[src/rtl/axi_lite_bridge.sv]
// Single-word core data port to AXI4-Lite master bridge.
// One transaction in flight at a time; the core is stalled with axi_busy until the response returns.
module axi_lite_bridge #(
  parameter int unsigned AXI_ADDR_WIDTH = 32,
  parameter logic [2:0]  AXI_PROT       = 3'b001
) (
  input  logic                      clk,
  input  logic                      rst_n,
  input  logic                      axi_rd_en,
  input  logic                      axi_wr_en,
  input  logic [AXI_ADDR_WIDTH-1:0] axi_addr,
  input  logic [31:0]               wr_data,
  input  logic [3:0]                wr_strobe,
  output logic [31:0]               axi_rd_data,
  output logic                      axi_access_fault,
  output logic                      axi_busy,
  output logic [AXI_ADDR_WIDTH-1:0] m_awaddr,
  output logic [2:0]                m_awprot,
  output logic                      m_awvalid,
  input  logic                      m_awready,
  output logic [31:0]               m_wdata,
  output logic [3:0]                m_wstrb,
  output logic                      m_wvalid,
  input  logic                      m_wready,
  input  logic [1:0]                m_bresp,
  input  logic                      m_bvalid,
  output logic                      m_bready,
  output logic [AXI_ADDR_WIDTH-1:0] m_araddr,
  output logic [2:0]                m_arprot,
  output logic                      m_arvalid,
  input  logic                      m_arready,
  input  logic [31:0]               m_rdata,
  input  logic [1:0]                m_rresp,
  input  logic                      m_rvalid,
  output logic                      m_rready
);

  localparam logic [2:0] S_IDLE    = 3'd0;
  localparam logic [2:0] S_RD_ADDR = 3'd1;
  localparam logic [2:0] S_RD_DATA = 3'd2;
  localparam logic [2:0] S_WR_REQ  = 3'd3;
  localparam logic [2:0] S_WR_RESP = 3'd4;
  localparam logic [2:0] S_DONE    = 3'd5;

  logic [2:0]                r_state;
  logic [AXI_ADDR_WIDTH-1:0] r_addr;
  logic [31:0]               r_wdata;
  logic [3:0]                r_wstrb;
  logic [31:0]               r_rd_data;
  logic                      r_fault;
  logic                      r_aw_done;
  logic                      r_w_done;

  logic w_req;
  logic w_aw_hs;
  logic w_w_hs;

  assign w_req   = axi_rd_en | axi_wr_en;
  assign w_aw_hs = m_awvalid & m_awready;
  assign w_w_hs  = m_wvalid & m_wready;

  // Valids derive from state and per-channel done flags, so async reset drops them at once
  assign m_arvalid = (r_state == S_RD_ADDR);
  assign m_rready  = (r_state == S_RD_DATA);
  assign m_awvalid = (r_state == S_WR_REQ) & ~r_aw_done;
  assign m_wvalid  = (r_state == S_WR_REQ) & ~r_w_done;
  assign m_bready  = (r_state == S_WR_RESP);

  assign m_araddr = r_addr;
  assign m_awaddr = r_addr;
  assign m_arprot = AXI_PROT;
  assign m_awprot = AXI_PROT;
  assign m_wdata  = r_wdata;
  assign m_wstrb  = r_wstrb;

  assign axi_rd_data      = r_rd_data;
  assign axi_access_fault = (r_state == S_DONE) & r_fault;

  always_comb begin
    axi_busy = 1'b0;
    case (r_state)
      S_IDLE:                                    axi_busy = w_req;
      S_RD_ADDR, S_RD_DATA, S_WR_REQ, S_WR_RESP: axi_busy = 1'b1;
      default:                                   axi_busy = 1'b0;
    endcase
  end

  always_ff @(posedge clk or negedge rst_n) begin
    if (!rst_n) begin
      r_state   <= S_IDLE;
      r_addr    <= '0;
      r_wdata   <= '0;
      r_wstrb   <= '0;
      r_rd_data <= '0;
      r_fault   <= 1'b0;
      r_aw_done <= 1'b0;
      r_w_done  <= 1'b0;
    end else begin
      case (r_state)
        S_IDLE: begin
          if (w_req) begin
            r_addr    <= axi_addr;
            r_wdata   <= wr_data;
            r_wstrb   <= wr_strobe;
            r_aw_done <= 1'b0;
            r_w_done  <= 1'b0;
            if (axi_rd_en && axi_wr_en) begin
              r_fault <= 1'b1;
              r_state <= S_DONE;
            end else if (axi_rd_en) begin
              r_fault <= 1'b0;
              r_state <= S_RD_ADDR;
            end else begin
              r_fault <= 1'b0;
              r_state <= S_WR_REQ;
            end
          end
        end
        S_RD_ADDR: begin
          if (m_arready) r_state <= S_RD_DATA;
        end
        S_RD_DATA: begin
          if (m_rvalid) begin
            r_rd_data <= m_rdata;
            r_fault   <= (m_rresp != 2'b00);
            r_state   <= S_DONE;
          end
        end
        S_WR_REQ: begin
          if (w_aw_hs) r_aw_done <= 1'b1;
          if (w_w_hs)  r_w_done  <= 1'b1;
          // Handshakes completing in this very cycle count as done
          if ((r_aw_done | w_aw_hs) && (r_w_done | w_w_hs)) r_state <= S_WR_RESP;
        end
        S_WR_RESP: begin
          if (m_bvalid) begin
            r_fault <= (m_bresp != 2'b00);
            r_state <= S_DONE;
          end
        end
        S_DONE:  r_state <= S_IDLE;
        default: r_state <= S_IDLE;
      endcase
    end
  end

endmodule

[config.mk]
export PLATFORM = sky130hd
export DESIGN_NAME = axi_lite_bridge
export DESIGN_NICKNAME = d
export VERILOG_FILES = /design/src/rtl/axi_lite_bridge.sv
export SDC_FILE = /design/constraint.sdc
export NUM_CORES = 1
export LEC_CHECK = 0
export CAP_MARGIN = 30
export CORE_ASPECT_RATIO = 0.6
export CORE_MARGIN = 5
export CORE_UTILIZATION = 38
export DETAILED_ROUTE_END_ITERATION = 10
export HOLD_SLACK_MARGIN = 0.06
export PLACE_DENSITY = 0.82
export SETUP_SLACK_MARGIN = 0.05
export SYNTH_ARGS = -nofsm -noshare
export SYNTH_HDL_FRONTEND = slang
export SYNTH_SLANG_ARGS = --single-unit
[constraint.sdc]
create_clock -name clk -period 2.45 [get_ports clk]
set_clock_uncertainty 0.1 [all_clocks]
set_input_delay 0.3675 -clock clk [delete_from_list [all_inputs] [get_ports clk]]
set_output_delay 0.3675 -clock clk [all_outputs]
set_load 0.05 [all_outputs]
==> summary.txt, run 1 <==
CTS
  – Clock Sinks: 106
  – CTS Buf Count: 9
  – Post-CTS setup buffer count: 0
  – Clock insertion delay at the later pin of the skew report: between 0.3 and 0.4 ns
  – Reg clk slew, reported paths: ~0.07 ns
  – CTS Hold Bufs: 1
  – Max Root-Sink Buffers: 2
  – CTS tree: done
  – CTS resizes: 0
  – Clk root buf: clkbuf_16
  – CTS H-tree depth: 3

Drt
  – Routed Antenna Nets: 0
  – Residual DRC count: 0
  – Initial DRC Count: 70
  – WL/cell: between 15 and 20 um
  – Post-Route WL: around 12 mm
  – Drt first pass iters: 4
  – Vias: approximately 3200
  – Vias per inst: around 4.6

Worst setup path
  – WS Path Type: flip-flop to primary output
  – Worst path required time: a little under 2 ns
  – CP Max Fanout: 16
  – CP endpoint kind: primary output
  – Worst setup SP type: flip-flop
  – WP data arrival: between 1.5 and 2 ns

Floorplan
  – FP Rows: 30
  – # IOs: 258
  – Core Footprint: 11400 um2
  – Starting Density: 0.391
  – Die W: between 100 and 150 um
  – DIE AREA: about 14000 um2
  – DIE HEIGHT: around 94 um

Timing
  – Final Cycle Share: 0.907
  – Slew HR: 0.632
  – Final number of max-transition violations: 0
  – Final setup vio count: 0
  – Min cycle time layout: about 2.2 ns
  – Post-Route Setup TNS: 0 ns
  – Setup repair after global routing missed its margin: no
  – Fmax: approximately 450 MHz
  – Hold Violations, Final: 0
  – Worst-margin pin slew: approximately 0.55 ns

Run
  – Max Cap Violations: 0

GRT
  – Total GRT Usage: 0.168
  – Initial antenna violation count: 0
  – Vias in the first global route: roughly 3400
  – Largest net degree at the start of global routing: 55
  – Grt total ovfl: 0
  – Global-route wire length before repair: approximately 18 mm

Cells and area
  – N_diodes: 0
  – Fraction of layout cells with a size suffix above 1: 0.232
  – Final #Nets: 639
  – Area delta synth->final: 62.6%

Placement
  – Final GP Congestion: between 0.7 and 0.8
  – Hpwl dp: roughly 9.4 mm
  – # port buffers: roughly 250

Synthesis
  – Unique masters post-synth: 32
  – Synth top area share: 0.597
  – Register area share after synthesis: 0.597
  – Synth area leaders: dfrtp_1, mux2_2, buf_4, mux2_1, buf_2
  – Flops & latches, synth: approximately 110
  – Avg Cell Area, Syn: roughly 15 um2
  – Yosys top cell by area: dfrtp_1
  – Synth Flop Type: dfrtp_1
  – Async S/R FF share, synth: 1.00
  – Mapped Cells: ~310
  – Number of flops mapped to enable cells by yosys: 0
  – Top-count cell post-synth: dfrtp_1
  – Post-synth top cells: dfrtp_1, mux2_2, buf_4, buf_2, mux2_1
  – Yosys Warn Count: 0
  – Post-Syn Area: around 4400 um2

Status
  – Status: completed

Hold path
  – Hold WC Path Type: input pin to async pin
worst paths after layout:
kind | end | startpoint | cells past startpoint | slack (ns)
max | axi_busy | r_state[0]$_DFFE_PN0P_ | 3 | 0.23
min | axi_rd_data[24]$_DFFE_PN0P_ | rst_n | 2 | 0.35
max reg2reg | m_araddr[26]$_DFFE_PN0P_ | r_state[0]$_DFFE_PN0P_ | 3 | 0.50
min reg2reg | m_wstrb[1]$_DFFE_PN0P_ | m_wstrb[1]$_DFFE_PN0P_ | 1 | 0.39
max in group asynchronous | m_wdata[9]$_DFFE_PN0P_ | rst_n | 3 | 1.16
min in group clk | m_wstrb[1]$_DFFE_PN0P_ | m_wstrb[1]$_DFFE_PN0P_ | 1 | 0.39
layer usage:
| layer | vias to the layer above | share of wire | track usage |
|---|---|---|---|
| met5 | - | 0 | 0 |
| met4 | 0 | 0.013 | 0.0441 |
| met3 | 15 | 0.14 | 0.0979 |
| met2 | 155 | 0.50 | 0.293 |
| met1 | 1555 | 0.35 | 0.173 |
| li1 | 1451 | - | - |
state kept, by name, indices dropped and copies added (netlist names):
signal / cells
r_w_done: 1
m_wdata: 32
m_wstrb: 4
axi_rd_data: 32
r_state: 3
r_aw_done: 1
m_araddr: 32
r_fault: 1
logic make-up (layout without fill, tap and decap cells):
family	after synthesis	after routing	share of synthesized area
simple gates	24	24	0.0340
other cells	2	6	0.00169
buf+inv	55	277	0.0841
mux	104	104	0.263
compound gates	13	13	0.0189
xor+xnor	1	1	0.00197
flops	106	106	0.597
cell type report:
class / instances / area [um2]
clock buffers: 12 / 246
multi-input cells: 148 / 1450
repair buffers: 258 / 2620
clock inverters: 4 / 51.3
flip-flops and latches: 106 / 2650
well taps: 160 / 200
fillers: 866 / 4140
inverters: 3 / 11.3
critical path, cell delays in order (launching register included):
cell and delay, ns:
dfrtp_1 0.58, nor2_1 0.30, mux2i_1 0.36, buf_12 0.18
per-stage QoR:
step           setup WS, ns  area [um2]  instances  utilization  hold WS, ns
2_1_floorplan         0.331        4470        309            -      -0.0281
3_3_place_gp          0.252        6920        674        0.609        0.168
3_5_place_dp          0.227        6920        674        0.609        0.174
4_1_cts               0.196        7230        691        0.636        0.348
5_1_grt               0.115        7230        691        0.636        0.372
6_report              0.228        7230        691        0.636        0.354
cells in the final DEF (no fill, tap or decap), types with 3 or more instances in the layout:
cell	count
a21oi_1	5
buf_12	6
buf_4	8
clkbuf_16	9
clkdlybuf4s50_1	243
conb_1	6
dfrtp_1	106
mux2_1	11
mux2_2	91
nand2_1	3
nor2_1	7
Power of run 1 is not shown: default switching activity piles up to over one toggle a cycle in this logic, so the estimate is an artifact.
==> run 2: changes to the inputs <==
CORE_UTILIZATION = 34   (was 38)
PLACE_DENSITY = 0.78   (was 0.82)
RECOVER_POWER = 50   (was not set)
clock period = 2 ns   (was 2.45 ns; I/O delays follow)
==> run 2 against run 1 <==
Register-to-register slack got worse by 0.33 ns. Hold slack improved by 0.029 ns. Sequential share of layout area increased by 0.97 points. First-iteration DRC count increased by 11%. Setup slack got worse by 0.14 ns. Design area decreased by 2.4%. Wire length increased by 0.23%. Die area increased by 11%. Via count increased by 1.7%. Critical path depth decreased by 2. Final cell count increased by 3.3%. Highest routed layer unchanged.
==> summary.txt, run 2 (synthesis gave the netlist of run 1 again) <==
Status
  – Status: completed

Worst setup path
  – CP cell instances: clkdlybuf4s50_1
  – Worst setup SP type: flip-flop
  – CP endpoint kind: primary output
  – Reg2reg setup slack: between 0.15 and 0.2 ns
  – CP Max Fanout: 3
  – Critical path buffer and inverter count: 1
  – R2r startpoint: r_state[1]$_DFFE_PN0P_
  – Largest delay share family, worst path: buffers and inverters
  – WS Path Type: flip-flop to primary output
  – Worst path required time: between 1.5 and 2 ns
  – Slowest CP cell: clkdlybuf4s50_1
  – Worst reg2reg path depth: 5
  – Crit Reg-Reg Endpoint: m_araddr[8]$_DFFE_PN0P_
  – WP data arrival: between 1.5 and 2 ns
  – Critical path's largest stage delay: slightly above 0.8 ns

CTS
  – Clock insertion delay at the later pin of the skew report: ~0.33 ns
  – CTS Buf Count: 9
  – Clock Sinks: approximately 110
  – Max Root-Sink Buffers: 2
  – Reg clk slew, reported paths: approximately 0.070 ns
  – CTS H-tree depth: 3
  – Clk root buf: clkbuf_16
  – CTS tree: done

GRT
  – Total GRT Usage: 0.152
  – Vias in the first global route: between 3000 and 4000
  – Initial antenna violation count: 0
  – Global-route wire length before repair: approximately 19 mm
  – Largest net degree at the start of global routing: 107
  – Grt total ovfl: 0

Drt
  – Routed Antenna Nets: 0
  – Vias: approximately 3200
  – WL/cell: between 15 and 20 um
  – Drt first pass iters: 4
  – Initial DRC Count: 78
  – Residual DRC count: 0
  – Vias per inst: ~4.5
  – Post-Route WL: ~12 mm

Hold path
  – Hold WC Path Type: flip-flop to flip-flop
  – Worst hold path depth: 1
  – Hold_sp: axi_rd_data[5]$_DFFE_PN0P_
  – Hold Path End: axi_rd_data[5]$_DFFE_PN0P_

Floorplan
  – DIE AREA: 15500 um2
  – FP Rows: 32
  – Starting Density: 0.347
  – Core Footprint: between 10000 and 15000 um2
  – DIE HEIGHT: 98.6 um
  – # IOs: 258
  – Die W: ~160 um

Timing
  – Hold Violations, Final: 0
  – Fmax: between 500 and 600 MHz
  – Slew HR: 0.371
  – Setup repair after global routing missed its margin: yes
  – Worst-margin pin slew: 0.943 ns
  – Final number of max-transition violations: 0
  – Final setup vio count: 0
  – Min cycle time layout: 1.91 ns
  – Final Cycle Share: 0.955
  – Post-Route Setup TNS: 0 ns

Placement
  – Final GP Congestion: between 0.8 and 0.9
  – Hpwl dp: roughly 9.4 mm
  – # port buffers: around 250

Cells and area
  – Area delta synth->final: 58.6%
  – Fraction of layout cells with a size suffix above 1: 0.270
  – Most frequent cells in the layout: clkdlybuf4s50_1, dfrtp_1, mux2_2
  – Final #Nets: about 650
  – N_diodes: 0
  – Commonest non-fill, non-tap cell in the layout: clkdlybuf4s50_1

Run
  – Max Cap Violations: 0
[run 2: changes by cell type in the layout (fill, tap and decap cells not counted), sizes merged]
cell	change
clkdlybuf4s50	-103
clkbuf	+66
dlygate4sd2	+25
dlymetal6s2s	+12
buf	+11
inv	+3
clkinv	-2
bufinv	+1
[run 2: layout make-up]
type	count	area, um2
sequential	106	2660
clock buffer	10	239
clock inverter	6	93.8
inverter	3	11.3
fill	1111	5760
tap	170	213
multi-input combinational	148	1470
timing repair buffer	271	2370
[run 2: worst max path at each step]
stage | from | to | slack (ns) | cells past startpoint
4_1_cts | r_state[1]$_DFFE_PN0P_ | axi_busy | 0.04 | 4
3_5_place_dp | axi_wr_en | m_araddr[8]$_DFFE_PN0P_ | 0.04 | 6
5_1_grt | r_state[1]$_DFFE_PN0P_ | axi_busy | 0.02 | 4
3_3_place_gp | axi_wr_en | m_wdata[12]$_DFFE_PN0P_ | 0.06 | 6
6_report | m_araddr[14]$_DFFE_PN0P_ | m_araddr[14] | 0.09 | 1
2_1_floorplan | r_state[0]$_DFFE_PN0P_ | r_w_done$_DFFE_PN0P_ | 0.05 | 5
[run 2: repair_timing]
action / 4_1_cts / 5_1_grt
hold buffers: 1 / 0
endpoints found under the setup margin: 35 / 79
setup buffers: 2 / 0
gates resized for setup: 32 / 76
hold endpoints to repair: 106 / 0
[run 2: layer usage]
| metal | global-route usage | vias to the layer above | wire length (um) |
|---|---|---|---|
| li1 | - | 1481 | - |
| met1 | 0.174 | 1577 | 4560 |
| met2 | 0.259 | 160 | 5830 |
| met3 | 0.0733 | 11 | 1510 |
| met4 | 0.0344 | 0 | 109 |
| met5 | 0 | - | 0 |
[run 2: per-stage QoR]
stage | hold slack [ns] | utilization | std cells | worst slack, ns | cell area (um2)
5_1_grt | 0.410 | 0.551 | 714 | 0.0162 | 7050
3_3_place_gp | 0.307 | 0.553 | 695 | 0.0560 | 7080
2_1_floorplan | -0.0956 | - | 309 | 0.0546 | 4470
3_5_place_dp | 0.322 | 0.553 | 695 | 0.0392 | 7080
6_report | 0.382 | 0.551 | 714 | 0.0897 | 7050
4_1_cts | 0.395 | 0.579 | 714 | 0.0442 | 7420
Power of run 2 is left out for the same reason.
